**config.mk**
```make
export PLATFORM = sky130hd
export DESIGN_NAME = counter_ring_sequencer_flat
export DESIGN_NICKNAME = d
export VERILOG_FILES = /design/src/rtl/counter_ring_sequencer_if.sv /design/src/rtl/counter_ring_sequencer.sv /design/src/flat_wrapper.sv
export SDC_FILE = /design/constraint.sdc
export NUM_CORES = 1
export LEC_CHECK = 0
export ABC_CLOCK_PERIOD_IN_PS = 2850
export BUFFER_PORTS_ARGS = -buffer_cell sky130_fd_sc_hd__buf_2
export CAP_MARGIN = 30
export CELL_PAD_IN_SITES_DETAIL_PLACEMENT = 1
export CELL_PAD_IN_SITES_GLOBAL_PLACEMENT = 2
export CORE_MARGIN = 10
export CORE_UTILIZATION = 30
export CTS_CLUSTER_DIAMETER = 150
export CTS_CLUSTER_SIZE = 25
export DETAILED_ROUTE_END_ITERATION = 10
export HOLD_SLACK_MARGIN = 0.1
export PLACE_DENSITY = 0.78
export REMOVE_ABC_BUFFERS = 1
export SYNTH_ARGS = -nofsm -noshare
export SYNTH_HDL_FRONTEND = slang
export SYNTH_SLANG_ARGS = --single-unit
export TNS_END_PERCENT = 10
```
**constraint.sdc**
```tcl
create_clock -name i_clk -period 2.85 [get_ports i_clk]
set_clock_uncertainty 0.15 [all_clocks]
set_input_delay 0.1425 -clock i_clk [delete_from_list [all_inputs] [get_ports i_clk]]
set_output_delay 0.1425 -clock i_clk [all_outputs]
set_load 0.005 [all_outputs]
```
**src/rtl/counter_ring_sequencer_if.sv**
```systemverilog
// Control/status and dual-rail ring signals between a sequencer and its environment.
// The slave modport is the sequencer side; master is the driver/ring side.
interface counter_ring_sequencer_if #(
  parameter int CNT_W = 16
);
  logic             start;
  logic [CNT_W-1:0] step_count;
  logic             ring_init;
  logic [1:0]       carry_drive;
  logic             sum_ack;
  logic [1:0]       sum_obs;
  logic [1:0]       carry_obs;
  logic             busy;
  logic             done;
  logic             err;
  logic [1:0]       err_code;
  logic [CNT_W-1:0] steps_done;
  logic [CNT_W-1:0] carry_count;

  modport master (
    output start, step_count, sum_obs, carry_obs,
    input  ring_init, carry_drive, sum_ack, busy, done, err, err_code,
           steps_done, carry_count
  );

  modport slave (
    input  start, step_count, sum_obs, carry_obs,
    output ring_init, carry_drive, sum_ack, busy, done, err, err_code,
           steps_done, carry_count
  );
endinterface

```
**src/rtl/counter_ring_sequencer.sv**
```systemverilog
// Sequences DATA/NULL waves into an NCL increment ring, counting completed waves and carries.
// Ring observations are resynchronised; a watchdog and a dual-rail legality check end a run in ERR.
module counter_ring_sequencer #(
  parameter int CNT_W   = 16,
  parameter int TIMEOUT = 255
) (
  input  logic                     i_clk,
  input  logic                     i_init,
  counter_ring_sequencer_if.slave  bus
);

  localparam int               WD_W    = ($clog2(TIMEOUT + 1) > 8) ? $clog2(TIMEOUT + 1) : 8;
  localparam logic [WD_W-1:0]  WD_LAST = WD_W'(TIMEOUT - 1);
  localparam logic [CNT_W-1:0] CNT_MAX = '1;

  typedef enum logic [2:0] {
    S_IDLE,
    S_RINIT,
    S_REQ_DATA,
    S_WAIT_NULL,
    S_DONE,
    S_ERR
  } state_t;

  state_t           r_state;
  state_t           w_next;
  logic [1:0]       r_sum_meta;
  logic [1:0]       r_sum_sync;
  logic [1:0]       r_carry_meta;
  logic [1:0]       r_carry_sync;
  logic [CNT_W-1:0] r_step_target;
  logic [CNT_W-1:0] r_steps_done;
  logic [CNT_W-1:0] r_carry_count;
  logic             r_err;
  logic [1:0]       r_err_code;
  logic [1:0]       r_rinit_cnt;
  logic [WD_W-1:0]  r_wd;

  logic             w_accept;
  logic             w_step_inc;
  logic             w_carry_inc;
  logic             w_err_set;
  logic [1:0]       w_err_code_nxt;
  logic             w_both_data;
  logic             w_both_null;
  logic             w_illegal;
  logic             w_wd_expired;
  logic             w_wait_state;
  logic [CNT_W-1:0] w_steps_next;

  always_ff @(posedge i_clk) begin
    if (i_init) begin
      r_sum_meta   <= 2'b00;
      r_sum_sync   <= 2'b00;
      r_carry_meta <= 2'b00;
      r_carry_sync <= 2'b00;
    end else begin
      r_sum_meta   <= bus.sum_obs;
      r_sum_sync   <= r_sum_meta;
      r_carry_meta <= bus.carry_obs;
      r_carry_sync <= r_carry_meta;
    end
  end

  // Complete DATA means exactly one rail high on each pair.
  assign w_both_data  = (^r_sum_sync) && (^r_carry_sync);
  assign w_both_null  = (r_sum_sync == 2'b00) && (r_carry_sync == 2'b00);
  assign w_illegal    = (&r_sum_sync) || (&r_carry_sync);
  assign w_wait_state = (r_state == S_REQ_DATA) || (r_state == S_WAIT_NULL);
  assign w_wd_expired = w_wait_state && (r_wd == WD_LAST);
  assign w_steps_next = (r_steps_done == CNT_MAX) ? r_steps_done : r_steps_done + 1'b1;

  always_comb begin
    w_next         = r_state;
    w_accept       = 1'b0;
    w_step_inc     = 1'b0;
    w_carry_inc    = 1'b0;
    w_err_set      = 1'b0;
    w_err_code_nxt = r_err_code;
    case (r_state)
      S_IDLE: begin
        if (bus.start) begin
          w_accept = 1'b1;
          w_next   = S_RINIT;
        end
      end
      S_RINIT: begin
        if (r_rinit_cnt == 2'd3) begin
          w_next = (r_step_target == '0) ? S_DONE : S_REQ_DATA;
        end
      end
      S_REQ_DATA: begin
        if (w_illegal) begin
          w_next         = S_ERR;
          w_err_set      = 1'b1;
          w_err_code_nxt = 2'b10;
        end else if (w_both_data) begin
          w_carry_inc = (r_carry_sync == 2'b10);
          w_next      = S_WAIT_NULL;
        end else if (w_wd_expired) begin
          w_next         = S_ERR;
          w_err_set      = 1'b1;
          w_err_code_nxt = 2'b01;
        end
      end
      S_WAIT_NULL: begin
        if (w_illegal) begin
          w_next         = S_ERR;
          w_err_set      = 1'b1;
          w_err_code_nxt = 2'b10;
        end else if (w_both_null) begin
          w_step_inc = 1'b1;
          w_next     = (w_steps_next == r_step_target) ? S_DONE : S_REQ_DATA;
        end else if (w_wd_expired) begin
          w_next         = S_ERR;
          w_err_set      = 1'b1;
          w_err_code_nxt = 2'b01;
        end
      end
      S_DONE: begin
        if (w_illegal) begin
          w_next         = S_ERR;
          w_err_set      = 1'b1;
          w_err_code_nxt = 2'b10;
        end else begin
          w_next = S_IDLE;
        end
      end
      S_ERR: begin
        if (bus.start) begin
          w_accept = 1'b1;
          w_next   = S_RINIT;
        end
      end
      default: w_next = S_IDLE;
    endcase
  end

  always_ff @(posedge i_clk) begin
    if (i_init) begin
      r_state       <= S_IDLE;
      r_step_target <= '0;
      r_steps_done  <= '0;
      r_carry_count <= '0;
      r_err         <= 1'b0;
      r_err_code    <= 2'b00;
      r_rinit_cnt   <= 2'd0;
      r_wd          <= '0;
    end else begin
      r_state <= w_next;
      if (w_accept) begin
        r_step_target <= bus.step_count;
        r_steps_done  <= '0;
        r_carry_count <= '0;
        r_err         <= 1'b0;
        r_err_code    <= 2'b00;
      end
      if (w_step_inc) begin
        r_steps_done <= w_steps_next;
      end
      if (w_carry_inc && (r_carry_count != CNT_MAX)) begin
        r_carry_count <= r_carry_count + 1'b1;
      end
      if (w_err_set) begin
        r_err      <= 1'b1;
        r_err_code <= w_err_code_nxt;
      end
      r_rinit_cnt <= (r_state == S_RINIT) ? r_rinit_cnt + 2'd1 : 2'd0;
      // Watchdog restarts on every state entry and only runs while waiting on the ring.
      if (w_next != r_state) begin
        r_wd <= '0;
      end else if (w_wait_state) begin
        r_wd <= r_wd + 1'b1;
      end
    end
  end

  assign bus.ring_init   = i_init || (r_state == S_RINIT);
  assign bus.carry_drive = (r_state == S_REQ_DATA) ? 2'b10 : 2'b00;
  assign bus.sum_ack     = (r_state != S_REQ_DATA);
  assign bus.busy        = (r_state == S_RINIT) || w_wait_state;
  assign bus.done        = (r_state == S_DONE);
  assign bus.err         = r_err;
  assign bus.err_code    = r_err_code;
  assign bus.steps_done  = r_steps_done;
  assign bus.carry_count = r_carry_count;

endmodule

```
**src/flat_wrapper.sv**
```systemverilog
// flat-port wrapper written by rule: the top's interface ports become plain ports
module counter_ring_sequencer_flat 
#(
  parameter int CNT_W   = 16,
  parameter int TIMEOUT = 255
)
  (i_clk, i_init, bus_start, bus_step_count, bus_sum_obs, bus_carry_obs, bus_ring_init, bus_carry_drive, bus_sum_ack, bus_busy, bus_done, bus_err, bus_err_code, bus_steps_done, bus_carry_count);
  counter_ring_sequencer_if #(.CNT_W(CNT_W)) bus_i ();
  input  logic i_clk;
  input  logic i_init;
  input wire logic [$bits(bus_i.start)-1:0] bus_start;
  input wire logic [$bits(bus_i.step_count)-1:0] bus_step_count;
  input wire logic [$bits(bus_i.sum_obs)-1:0] bus_sum_obs;
  input wire logic [$bits(bus_i.carry_obs)-1:0] bus_carry_obs;
  output wire logic [$bits(bus_i.ring_init)-1:0] bus_ring_init;
  output wire logic [$bits(bus_i.carry_drive)-1:0] bus_carry_drive;
  output wire logic [$bits(bus_i.sum_ack)-1:0] bus_sum_ack;
  output wire logic [$bits(bus_i.busy)-1:0] bus_busy;
  output wire logic [$bits(bus_i.done)-1:0] bus_done;
  output wire logic [$bits(bus_i.err)-1:0] bus_err;
  output wire logic [$bits(bus_i.err_code)-1:0] bus_err_code;
  output wire logic [$bits(bus_i.steps_done)-1:0] bus_steps_done;
  output wire logic [$bits(bus_i.carry_count)-1:0] bus_carry_count;
  assign bus_i.start = bus_start;
  assign bus_i.step_count = bus_step_count;
  assign bus_i.sum_obs = bus_sum_obs;
  assign bus_i.carry_obs = bus_carry_obs;
  assign bus_ring_init = bus_i.ring_init;
  assign bus_carry_drive = bus_i.carry_drive;
  assign bus_sum_ack = bus_i.sum_ack;
  assign bus_busy = bus_i.busy;
  assign bus_done = bus_i.done;
  assign bus_err = bus_i.err;
  assign bus_err_code = bus_i.err_code;
  assign bus_steps_done = bus_i.steps_done;
  assign bus_carry_count = bus_i.carry_count;
  counter_ring_sequencer #(.CNT_W(CNT_W), .TIMEOUT(TIMEOUT)) u_core (.i_clk(i_clk), .i_init(i_init), .bus(bus_i));
endmodule
```
# Yosys cells after proc, flatten, opt, wreduce, memory -nomap -nowiden

Index checks and enable logic that the tools add are counted.

Add/subtract/negate cells: 4
$mul: 0
Div/mod/pow operators: 0
$lt $le $gt $ge: 0
Eq/ne operators: 17
Shifts and indexed selects: 0
Mux-type cells: 42
Bitwise operators: 1
Reductions and logical operators: 23

Operator list:

| cell                                                             | count |
|---|---|
| 16-bit 2-to-1 mux                                                | 4 |
| 16-bit by 1-bit adder with 16-bit output (second input constant) | 2 |
| 3-bit 2-to-1 mux                                                 | 10 |
| 2-bit 2-to-1 mux                                                 | 9 |
| 16-bit == test                                                   | 1 |
| 16-bit == test (second input constant)                           | 1 |
| 16-bit logical NOT                                               | 1 |
| 1-bit 2-to-1 mux                                                 | 16 |
| 16-bit != test (second input constant)                           | 1 |
| 3-bit case mux with 5 select lines                               | 1 |
| 4-bit != test (second input constant)                            | 3 |
| 8-bit by 1-bit adder with 8-bit output (second input constant)   | 1 |
| 8-bit == test (second input constant)                            | 1 |
| 3-bit by 2-bit == test with 1-bit output (second input constant) | 2 |
| 3-bit == test (second input constant)                            | 2 |
| 2-bit case mux with 3 select lines                               | 1 |
| 2-bit nonzero test                                               | 3 |
| 2-bit OR reduction                                               | 3 |
| 5-bit AND reduction                                              | 1 |
| 2-bit == test (second input constant)                            | 2 |
| 1-bit logical AND                                                | 4 |
| 2-bit logical NOT                                                | 2 |
| 1-bit logical OR                                                 | 4 |
| 2-bit AND reduction                                              | 2 |
| 9 further kinds                                                  | 10 |

Flip-flop bits (word level): 72
Latch bits: 0
Memory bits (writable): 0
Memory bits (read-only): 0
Bits of input ports: 23
Output and inout bits: 41
Word-level logic and storage cells: 99
Memories: 0

# Depth between registers and ports, before layout

Gate-level depths: netlist (run 1).

Depth after elaboration: 9
Depth in mapped cells: 10
Gate-level depth less buffers: 9

# Worst setup path before layout (run 1)

OpenSTA, ideal clock, no wires.

Path kind: register to register
Start point: register u_core.r_steps_done[0], in the netlist u_core.bus.steps_done[0]
End point: register u_core.r_state[2]
Setup time: 95 ps
Arrival: 2259 ps
Required time: 2605 ps
Setup slack: 346 ps
Cell stages (with the launch flop): 11
Path buffers: 2
Period minus slack after synthesis: 2504 ps
Path through: dfxtp_1 > ha_1 > buf_2 > nand3_1 > a211o_1 > clkbuf_1 > xnor2_1 > o311ai_0 > nor4_1 > nand4_1 > a221oi_1

Word-level cells in the longest chain between the ends: 7
Elaborated cells on any way between the ends: 8
Those cells by class: 1 x add/sub; 2 x eq/ne; 5 x mux

Ends and longest elaborated chain:

| element                                                                    | RTL line                      | text |
|---|---|---|
| from (decl)                                                                | counter_ring_sequencer.sv:32  | `logic [CNT_W-1:0] r_steps_done;` |
| from (signal assigned)                                                     | counter_ring_sequencer.sv:159 | `r_steps_done <= w_steps_next;` |
| 16-bit by 1-bit adder with 16-bit output or 16-bit == test (tied branches) | counter_ring_sequencer.sv:71  | `assign w_steps_next = (r_steps_done == CNT_MAX) ? r_steps_done : r_steps_done + 1'b1;` |
| 16-bit 2-to-1 mux (*)                                                      | counter_ring_sequencer.sv:71  |  |
| 16-bit == test (*)                                                         | counter_ring_sequencer.sv:113 | `w_next = (w_steps_next == r_step_target) ? S_DONE : S_REQ_DATA;` |
| 3-bit 2-to-1 mux (*)                                                       | counter_ring_sequencer.sv:113 |  |
| 3-bit 2-to-1 mux (*)                                                       | counter_ring_sequencer.sv:111 | `end else if (w_both_null) begin` |
| 3-bit 2-to-1 mux (*)                                                       | counter_ring_sequencer.sv:107 | `if (w_illegal) begin` |
| 3-bit case mux with 5 select lines (*)                                     | counter_ring_sequencer.sv:80  | `case (r_state)` |
| to (signal assigned)                                                       | counter_ring_sequencer.sv:150 | `r_state <= w_next;` |
| to (decl)                                                                  | counter_ring_sequencer.sv:25  | `state_t r_state;` |

Every way passes the cells marked *; elsewhere a longest branch is shown, timed or not.
A chain may end at the register's enable or synchronous reset.

# Worst setup path in the final report (run 1)

Start point: register u_core.r_steps_done[1], in the netlist u_core.bus.steps_done[1]
End point: register u_core.r_state[2]

Same word-level chain as after synthesis.

==> results.md, run 1 <==
- Final Hold Slack: roughly 120 ps
- NumNets Final: 674
- Critical path's most frequent cell: nand4_1
- Final worst path period share: 0.9419
- GRT overflow: 0
- Worst Max-Slew Pin Slew: 539.5 ps
- Share of power burned in registers: 0.411
- Die area: between 15,000 and 20,000 um^2
- Outcome: finished, final reports clean
- CTS max path bufs: 2
- Initial Util: 0.3062
- Register area share after synthesis: 0.3391
- Leakage power figure: between 2 and 2.5 nW
- Final WL: 14,970 um
- Initial antenna violation count: 0
- FF+latch count, synth: between 70 and 80
- FF-to-FF setup slack: roughly 170 ps
- Xor/xnor share of the synthesized area: 0.04533
- Post-CTS setup buffer count: 0
- Worst Reg2Reg Path Length in Cells: 9
- Synth Area in Adders: 0.02944
- IO Port Bufs: slightly above 60
- Top FF cell, synth: dfxtp_1
- Detailed Routing Iterations Pass 1: 4
- Global-route wire length before repair: ~24,000 um
- Placer Congestion: between 0.9 and 1
- EDFF count, synth: 0
- Final hold viol count: 0
- Arr. time, crit path: between 2000 and 3000 ps
- Switch share: 0.2320
- Post-synthesis simple-gate area fraction: 0.3197
- Crit path cell chain: ha_1 > buf_4 > nand4_1 > nor4_2 > mux2_2 > a211oi_1 > a31o_2 > nand4_1 > a221oi_2
- Placement Rows: 43
- Hold Crit Depth: 2
- Post-route antenna net violation count: 0
- Post-synth top area cell: dfxtp_1
- Internal power component: 1.968 mW
- H-Tree Depth: 3
- Buf+Inv Stages, Crit Path: 1
- Mapped Area: 4250 um^2
- Peak VDD IR: between 0.2 and 0.3 mV
- Yosys top cell area share: 0.3391
- Antenna Cells: 0
- Crit path max fanout: 7
- Final core occ: 0.3968
- Final Power: 2.563 mW
- Syn Area/Cell: ~8 um^2
- IO Pins: 64
- All-layer global routing usage: 0.1509
- CTS tree: built
- # fillers: between 1,500 and 2,000
- Final setup viols: 0
- Top Family by Delay on Critical Path: compound AO/OA/AOI/OAI gates
- Max incr delay on CP: between 400 and 500 ps
- Synth cell types: between 60 and 70
- WP data required: between 2000 and 3000 ps
- Core footprint: about 14,000 um^2
- Clk sinks: 72
- Vias in the first global route: about 4,600
- Share of layout cells above drive strength 1: 0.2245
- Share of synthesized flip-flops with an asynchronous set or reset: 0
- Largest family of logic cells by synthesized area: simple AND/OR/NAND/NOR gates
- Multiplexer share of the synthesized area: 0.01737
- Fin cells: roughly 830
- Residual DRC count: 0
- Crit. path cell count: 9
- Critical Path Sink Type: register
- Post-synthesis compound-gate area fraction: 0.1972
- YS warnings: 0
- PwrDens: approximately 470 nW/um^2
- Clk network pwr share: 0.515
- Area delta synth->final: 29.58%
- Net switching power: ~590 uW
- Die W: 139.0 um
- Skew-Pair Late Insertion Delay: around 340 ps
- Die span in y: 139.0 um
- Largest cells by area after synthesis: dfxtp_1 34%, a21oi_1 6.2%, nand2_1 6.1%
- Via count: between 4,000 and 5,000
- Fin. max-slew vios: 0
- CTS clk-pin slew, worst paths: around 60 ps
- Comb pwr share: 0.074
- Max cap viols: 0
- Largest net degree at the start of global routing: 29
- Dpl hpwl: roughly 11,000 um
- Setup Crit Path Kind: reg -> reg
- HP Class: in -> reg
- Startpoint type of the worst setup path: register
- Syn Inst Count: between 500 and 600
- WL per Instance: between 15 and 20 um
- Post-route minimum period: about 2700 ps
- Commonest cells in the netlist: 72 x dfxtp_1, 69 x nand2_1, 53 x a21oi_1, 53 x nor2_1, 28 x o21ai_0
- CP max stage cell: dfxtp_2
- Root buf cell: clkbuf_16
- FMAX: ~370 MHz
- Count leader, synth: dfxtp_1
- Cell Count Post-Placement: 790
- Slew headroom: 0.6403
- Via/cell ratio: approximately 5.3
- CTS Buf Count: 9
- Initial detailed-routing violation count: between 200 and 250
==> layout by cell type (no fill, tap or decap), types with 5 or more instances in the layout <==
master / count
xnor2_1: 12
nor3b_1: 6
and4_1: 6
nand2b_1: 7
buf_4: 38
a311oi_1: 9
clkbuf_16: 9
and3_1: 12
nor2_1: 53
nand4_1: 11
xor2_1: 10
nand3_1: 24
and2_1: 5
ha_1: 10
nor3_1: 9
a21oi_1: 53
or2_2: 5
dfxtp_1: 71
nor4_1: 9
buf_2: 62
a31oi_1: 6
nand2_1: 69
o21ai_0: 28
dlygate4sd3_1: 20
a211oi_1: 9
inv_1: 11
nor2b_1: 9
==> metal layers <==
metal	part of all wire	GRT usage	vias up
met5	0	0	-
met4	0.012	0.04503	0
met3	0.047	0.03288	14
met2	0.47	0.2468	87
met1	0.47	0.1931	2131
li1	-	-	2174
==> power groups by stage <==
stage	registers (mW)	logic, mW	clock network (mW)
detailed placement	1.08	0.169	0
global route	1.06	0.213	1.40
global placement	1.07	0.166	0
finish	1.05	0.190	1.32
floorplan	1.07	0.0914	0
CTS	1.05	0.191	1.36
==> sequential cells by signal, summed over array words and instances, names as in the netlist, 2 cells and up <==
signal / flops
u_core.bus.carry_count: 16
u_core.bus.steps_done: 16
u_core.r_step_target: 16
u_core.r_wd: 8
u_core.r_state: 3
u_core.bus.err_code: 2
u_core.r_carry_meta: 2
u_core.r_carry_sync: 2
u_core.r_rinit_cnt: 2
u_core.r_sum_meta: 2
u_core.r_sum_sync: 2
==> worst register-to-register path: cells and delay by family, from the launching register on <==
family          cells  cell delay (ps)
compound gates      3              650
fa+ha+maj           1              230
buf+inv             1              170
flops               1              410
mux                 1              400
simple gates        3              580
==> stage by stage <==
stage | area, um^2 | setup slack (ps) | TNS, ps
after floorplan | 4084 | 356.2 | 0
after detailed placement | 4905 | 102.5 | 0
after CTS | 5448 | 76.57 | 0
after global routing | 5508 | -19.15 | -19.15
after global placement | 4905 | 149.8 | 0
final | 5508 | 165.6 | 0
==> cell families after synthesis <==
logic type,after synthesis
simple gates,252
buf+inv,48
compound gates,134
fa+ha+maj,10
mux,7
flops,72
xor+xnor,22
other cells,1
==> final timing paths <==
check,startpoint,to
worst max-delay path,u_core.bus.steps_done[1],u_core.r_state[2]
worst min-delay path,i_init,u_core.bus.carry_count[12]
worst max register to register,u_core.bus.steps_done[1],u_core.r_state[2]
worst min register to register,u_core.r_carry_meta[0],u_core.r_carry_sync[0]
==> cell type report <==
cell class / count / area (um^2) / area share
flip-flops and latches: 72 / 1443 / 0.2619
multi-input cells: 426 / 2651 / 0.4814
clock buffers: 9 / 225.2 / 0.04089
clock inverters: 7 / 117.6 / 0.02135
well taps: 180 / 225.2 / 0.04089
repair buffers: 120 / 795.8 / 0.1445
inverters: 12 / 50.05 / 0.009087
==> timing repair <==
action                                 4_1_cts  5_1_grt
hold buffers                                20        0
setup endpoints to repair                    0        2
resized for setup                            0       11
endpoints found under the hold margin       20        0
Power figures use the tool's default switching activity.
==> inputs of run 2 (changes only) <==
ABC_AREA = 1   (was unset)
ABC_CLOCK_PERIOD_IN_PS = 2600   (was 2850)
CELL_PAD_IN_SITES_DETAIL_PLACEMENT = 0   (was 1)
PLACE_DENSITY = 0.83   (was 0.78)
clock period = 2.6 ns   (was 2.85 ns; I/O delays follow)
==> results.md, run 2 <==
- Outcome: finished, final reports clean
- CTS Buf Count: 9 (unchanged)
- FF-to-FF setup slack: 190 ps (+30 ps)
- Slew headroom: 0.6378 (-0.002539)
- Met2 usage: 0.2225 (-0.02435)
- Finished Cell Area: 5278 um^2 (-4.2%)
- Residual DRC count: 0 (unchanged)
- Yosys top cell area share: 0.3661 (+0.02694)
- Post-route minimum period: 2408 ps (-276.7 ps)
- Commonest cells in the netlist: 152 x nand2_1, 79 x inv_1, 72 x dfxtp_1, 63 x nor2_1, 50 x a21oi_1
- Switch share: 0.2442 (+0.01214)
- Critical Path Sink Type: register
- Mapped Area: 3938 um^2 (-7.4%)
- Die area: 18,110 um^2 (-6.3%)
- Largest net degree at the start of global routing: 43 (+48%)
- Clk network pwr share: 0.483 (-0.032)
- Met1 track demand over resource: 0.1608 (-0.03230)
- Setup_tns: 0 ps (unchanged)
- Share of synthesized flip-flops with an asynchronous set or reset: 0 (unchanged)
- Area delta synth->final: 34.03%
- Final setup viols: 0 (unchanged)
- Internal power component: 2.028 mW (+3.0%)
- Busiest grt layer: met2
- Met3 GRT Util: 0.03190 (-0.0009776)
- Peak VDD IR: 0.2855 mV (+3.0%)
- Most common cell after layout, fill and taps aside: nand2_1
- Initial detailed-routing violation count: 239 (unchanged)
- All-layer global routing usage: 0.1337 (-0.01727)
- Share of power burned in registers: 0.428 (+0.017)
- Skew-Pair Late Insertion Delay: 340 ps (about the same)
- Arr. time, crit path: 2530 ps (-250 ps)
- Share of layout cells above drive strength 1: 0.2132 (-0.01127)
- Die W: 134.6 um (-3.2%)
- Syn Area/Cell: 6.584 um^2 (-15%)
- Via count: 4,111 (-6.7%)
- Initial Util: 0.3095 (+0.003299)
- Die span in y: 134.6 um (-3.2%)
- Fin. max-slew vios: 0 (unchanged)
- Worst Reg2Reg Path Length in Cells: 17 (+8)
- Setup Crit Path Kind: reg -> reg
- Root buf cell: clkbuf_16
- Dpl hpwl: 8839 um (-22%)
- Worst reg2reg endpoint: u_core.bus.carry_count[4]
- Comb pwr share: 0.090 (+0.016)
- Post-synth top area cell: dfxtp_1
- PwrDens: 508.5 nW/um^2 (+9.3%)
- Hold Path End: u_core.r_step_target[5]
- Hold Crit Depth: 4 (+2)
- Final hold viol count: 0 (unchanged)
- Post-DP Area: 4562 um^2 (-7.0%)
- RSZ-0062 raised after global routing: yes
- CTS tree: built
- Syn Inst Count: 598 (+9.5%)
- Final core occ: 0.4148 (+0.01804)
- Net switching power: 655.2 uW (+10%)
- Leakage power figure: 2.334 nW (+7.7%)
- IO Port Bufs: 62 (unchanged)
- IO Pins: 64 (unchanged)
- Placement Rows: 41 (-4.7%)
- Reg2reg start: u_core.bus.carry_count[1]
- Post-route antenna net violation count: 0 (unchanged)
- YS warnings: 0 (unchanged)
- Final WL: 11,900 um (-20%)
- Core footprint: 12,720 um^2 (-8.3%)
- Via/cell ratio: 4.645 (-13%)
- H-Tree Depth: 3 (unchanged)
- Placer Congestion: 0.8039 (-12%)
- Final worst path period share: 0.9260 (-0.01586)
- Max cap viols: 0 (unchanged)
- Clk sinks: 72 (unchanged)
- WP data required: 2720 ps (-230 ps)
- CTS clk-pin slew, worst paths: 60 ps (about the same)
- Global-route wire length before repair: 19,640 um (-19%)
- Antenna Cells: 0 (unchanged)
- Startpoint type of the worst setup path: register
- FMAX: 415.3 MHz (+11%)
- HP Class: in -> reg
- Count leader, synth: nand2_1
- NumNets Final: 741 (+9.9%)
- CTS max path bufs: 2 (unchanged)
- EDFF count, synth: 0 (unchanged)
- Initial antenna violation count: 0 (unchanged)
- Worst Max-Slew Pin Slew: 543.3 ps (+3.809 ps)
- Largest cells by area after synthesis: dfxtp_1 37%, nand2_1 14%, inv_1 7.5%
- # fillers: 1,404 (-19%)
- Register area share after synthesis: 0.3661 (+0.02694)
- Crit path max fanout: 6 (-1)
- Min-Delay Startpoint: i_init
- Top FF cell, synth: dfxtp_1
- WL per Instance: 13.45 um (-26%)
- FF+latch count, synth: 72 (unchanged)
- Vias in the first global route: 4,101 (-11%)
- Synth cell types: 33 (-49%)
- Detailed Routing Iterations Pass 1: 4 (unchanged)
- GRT overflow: 0 (unchanged)
- Most frequent cells in the layout: 149 x nand2_1, 78 x inv_1, 68 x dfxtp_1, 62 x buf_2, 60 x nor2_1
[run 2: worst max-delay path by stage]
stage	startpoint	to	slack (ps)	cells past startpoint
2_1_floorplan	u_core.bus.steps_done[0]	u_core.r_wd[1]	110	20
3_3_place_gp	u_core.bus.steps_done[0]	u_core.r_wd[2]	50	16
3_5_place_dp	u_core.bus.carry_count[1]	u_core.bus.carry_count[4]	30	17
4_1_cts	u_core.bus.carry_count[1]	u_core.bus.carry_count[4]	20	17
5_1_grt	u_core.bus.steps_done[1]	u_core.r_wd[2]	-30	21
6_report	u_core.bus.carry_count[1]	u_core.bus.carry_count[4]	190	17
[run 2: final cells by class]
class / count / area (um^2) / share of cell area
repair buffers: 115 / 789.5 / 0.1496
well taps: 172 / 215.2 / 0.04078
clock buffers: 12 / 256.5 / 0.04860
inverters: 84 / 321.6 / 0.06093
repair inverters: 1 / 8.758 / 0.001660
multi-input cells: 425 / 2185 / 0.4139
clock inverters: 4 / 52.55 / 0.009957
flip-flops and latches: 72 / 1449 / 0.2745
[run 2: stage by stage]
stage,setup slack (ps),std cells,power [mW],hold WS [ps]
after detailed placement,27.27,837,1.380,194.1
final,192.3,885,2.683,136.5
after CTS,20.01,879,2.717,142.9
after global routing,-26.03,885,2.797,201.1
after floorplan,110.2,581,1.288,42.44
after global placement,46.96,837,1.378,181.9
[run 2: cells by family (layout without fill, tap and decap cells)]
logic type	Yosys count	count (layout)	synth area share
compound gates	98	98	0.1398
xor+xnor	18	18	0.04004
fa+ha+maj	10	10	0.03178
buf+inv	101	216	0.1007
flops	72	72	0.3661
other cells	1	1	0.0009524
simple gates	298	298	0.3206
[run 2: power groups by stage]
stage                     sequential (mW)  combinational, mW  clock, mW
after floorplan                      1.17              0.119          0
after global placement               1.17              0.206          0
after detailed placement             1.17              0.207          0
after CTS                            1.15              0.240       1.33
after global routing                 1.15              0.272       1.38
final                                1.15              0.241       1.29
[run 2: metal layers]
layer / share of wire / wire, um
met1: 0.46 / 5494
met2: 0.47 / 5584
met3: 0.050 / 601
met4: 0.019 / 223
met5: 0 / 0
[run 2: timing repair]
item	in CTS	in global routing
hold buffers	26	0
resized for setup	0	32
hold endpoints to repair	20	0
buffers inserted	0	5
setup endpoints to repair	0	24
[run 2: critical path, stage by stage, from the launching register on]
cell	delay, ps
dfxtp_4	360
ha_2	180
nand2_2	80
nor2_4	130
nand3_2	100
nor2_4	150
nand2_2	70
nor2_4	120
nand4_1	140
nor2_2	160
nand3_1	90
nand2_2	90
o21ai_2	70
clkinv_2	70
nand2_4	80
clkinv_4	100
nand2_1	70
a21oi_2	120
==> inputs of run 3 (changes only) <==
CORE_MARGIN = 2   (was 10)
==> results.md, run 3 (same netlist as run 2, synthesis figures left out) <==
- Outcome: finished, final reports clean
- IO Pins: 64 (unchanged)
- Final setup viols: 0 (unchanged)
- Largest net degree at the start of global routing: 43 (unchanged)
- Arr. time, crit path: 2510 ps (-20 ps)
- Met1 track demand over resource: 0.1990 (+0.03820)
- CTS max path bufs: 2 (unchanged)
- Setup_tns: 0 ps (unchanged)
- Post-route antenna net violation count: 0 (unchanged)
- Most frequent cells in the layout: 149 x nand2_1, 78 x inv_1, 63 x dfxtp_1, 62 x buf_2, 57 x nor2_1
- Share of layout cells above drive strength 1: 0.2277 (+0.01454)
- Residual DRC count: 0 (unchanged)
- H-Tree Depth: 3 (unchanged)
- Setup WS pre-CTS: -9.394 ps (-36.66 ps)
- Slew headroom: 0.5925 (-0.04530)
- Leakage power figure: 2.342 nW (+0.36%)
- NumNets Final: 735 (-0.81%)
- Vias in the first global route: 3,805 (-7.2%)
- Final WL: 11,400 um (-4.2%)
- Critical Path Sink Type: register
- Final Hold Slack: 144.7 ps (+8.207 ps)
- Worst Max-Slew Pin Slew: 609.0 ps (+65.70 ps)
- CTS clk-pin slew, worst paths: 60 ps (about the same)
- GRT overflow: 0 (unchanged)
- Post-route minimum period: 2430 ps (+22.33 ps)
- Initial Util: 0.3095 (unchanged)
- Fin. max-slew vios: 0 (unchanged)
- All-layer global routing usage: 0.1618 (+0.02812)
- Via count: 4,059 (-1.3%)
- Final WS setup: 170.0 ps (-22.33 ps)
- CTS tree: built
- Met2 usage: 0.2813 (+0.05878)
- Initial antenna violation count: 0 (unchanged)
- Fin cells: 879 (-0.68%)
- Crit path max fanout: 8 (+2)
- WL per Instance: 12.97 um (-3.6%)
- Area delta synth->final: 34.13% (about the same)
- CTS Buf Count: 9 (unchanged)
- Global-route wire length before repair: 18,060 um (-8.0%)
- WP data required: 2680 ps (-40 ps)
- Antenna Cells: 0 (unchanged)
- Dpl hpwl: 8257 um (-6.6%)
- Core footprint: 12,720 um^2 (unchanged)
- Die area: 14,060 um^2 (-22%)
- Final hold viol count: 0 (unchanged)
- Most common cell after layout, fill and taps aside: nand2_1
- PwrDens: 511.5 nW/um^2 (+0.59%)
- Peak VDD IR: 0.3429 mV (+20%)
- Final Power: 2.701 mW (+0.66%)
- Cell Count Post-Placement: 839 (+0.24%)
- Detailed Routing Iterations Pass 1: 4 (unchanged)
- Setup Crit Path Kind: reg -> reg
- Via/cell ratio: 4.618 (-0.59%)
- Max cap viols: 0 (unchanged)
- Die span in y: 118.6 um (-12%)
- Initial detailed-routing violation count: 181 (-24%)
- Die W: 118.6 um (-12%)
- Final worst path period share: 0.9346 (+0.008587)
- Root buf cell: clkbuf_16
- IO Port Bufs: 62 (unchanged)
- Met3 GRT Util: 0.02461 (-0.007285)
- Busiest grt layer: met2
- Skew-Pair Late Insertion Delay: 340 ps (about the same)
- Placement Rows: 41 (unchanged)
- Startpoint type of the worst setup path: register
- HP Class: in -> reg
- FMAX: 411.5 MHz (-0.92%)
- Clk sinks: 72 (unchanged)
- Placer Congestion: 0.8308 (+3.3%)
==> run 3: cell count changes in the layout (fill, tap and decap cells not counted), sizes merged <==
cell         change
buf              -1
bufinv           +1
clkbuf           -1
clkinv           +1
dlygate4sd3      -6
==> run 3: report_power, final <==
part	switching [mW]	internal [mW]	leakage, nW	total (mW)
combinational	0.141	0.0900	1.60	0.231
clock	0.485	0.836	0.156	1.32
sequential	0.0153	1.13	0.591	1.15
==> run 3: area by class of cell <==
type	count	area [um^2]
repair buffers	109	750.7
repair inverters	1	8.758
fillers	1410	7441
well taps	172	215.2
flip-flops and latches	72	1455
multi-input cells	425	2217
clock inverters	6	83.83
clock buffers	10	229.0
inverters	84	321.6
==> run 3: timing repair <==
item	in CTS	in global routing
cloned	0	2
hold buffers	20	0
endpoints found under the setup margin	8	26
pin swaps	0	7
gates resized for setup	1	43
hold endpoints to repair	20	0
setup buffers	0	2
==> run 3: path summary, 6_finish.rpt <==
kind	start	endpoint	slack [ps]	cells after the start
worst max register to register	u_core.bus.steps_done[1]	u_core.r_wd[0]	170	18
worst max-delay path	u_core.bus.steps_done[1]	u_core.r_wd[0]	170	18
worst min-delay path	i_init	u_core.r_state[0]	140	5
worst min register to register	u_core.r_sum_meta[1]	u_core.r_sum_sync[1]	250	2
==> run 3: metal layers <==
metal | share of wire | vias to the layer above
li1 | - | 2118
met1 | 0.46 | 1856
met2 | 0.49 | 71
met3 | 0.034 | 14
met4 | 0.017 | 0
met5 | 0 | -
==> run 3: through the flow <==
step / cell area (um^2) / util
after floorplan: 3859 / -
after global placement: 4569 / 0.3592
after detailed placement: 4581 / 0.3601
after CTS: 5096 / 0.4006
after global routing: 5281 / 0.4151
final: 5281 / 0.4151
==> run 3: worst max-delay path, stage by stage, from the launching register on <==
cell	delay [ps]
dfxtp_4	370
ha_4	160
nand3_4	110
inv_2	80
nand3_1	120
nor2_2	190
nand2_1	90
o21ai_0	110
nand2_1	80
nand2_1	100
nand3b_1	80
nor2_1	150
nand2_1	110
nand2_1	90
nand3_1	70
nand2_1	70
inv_2	40
nand2_4	90
nor2_1	60
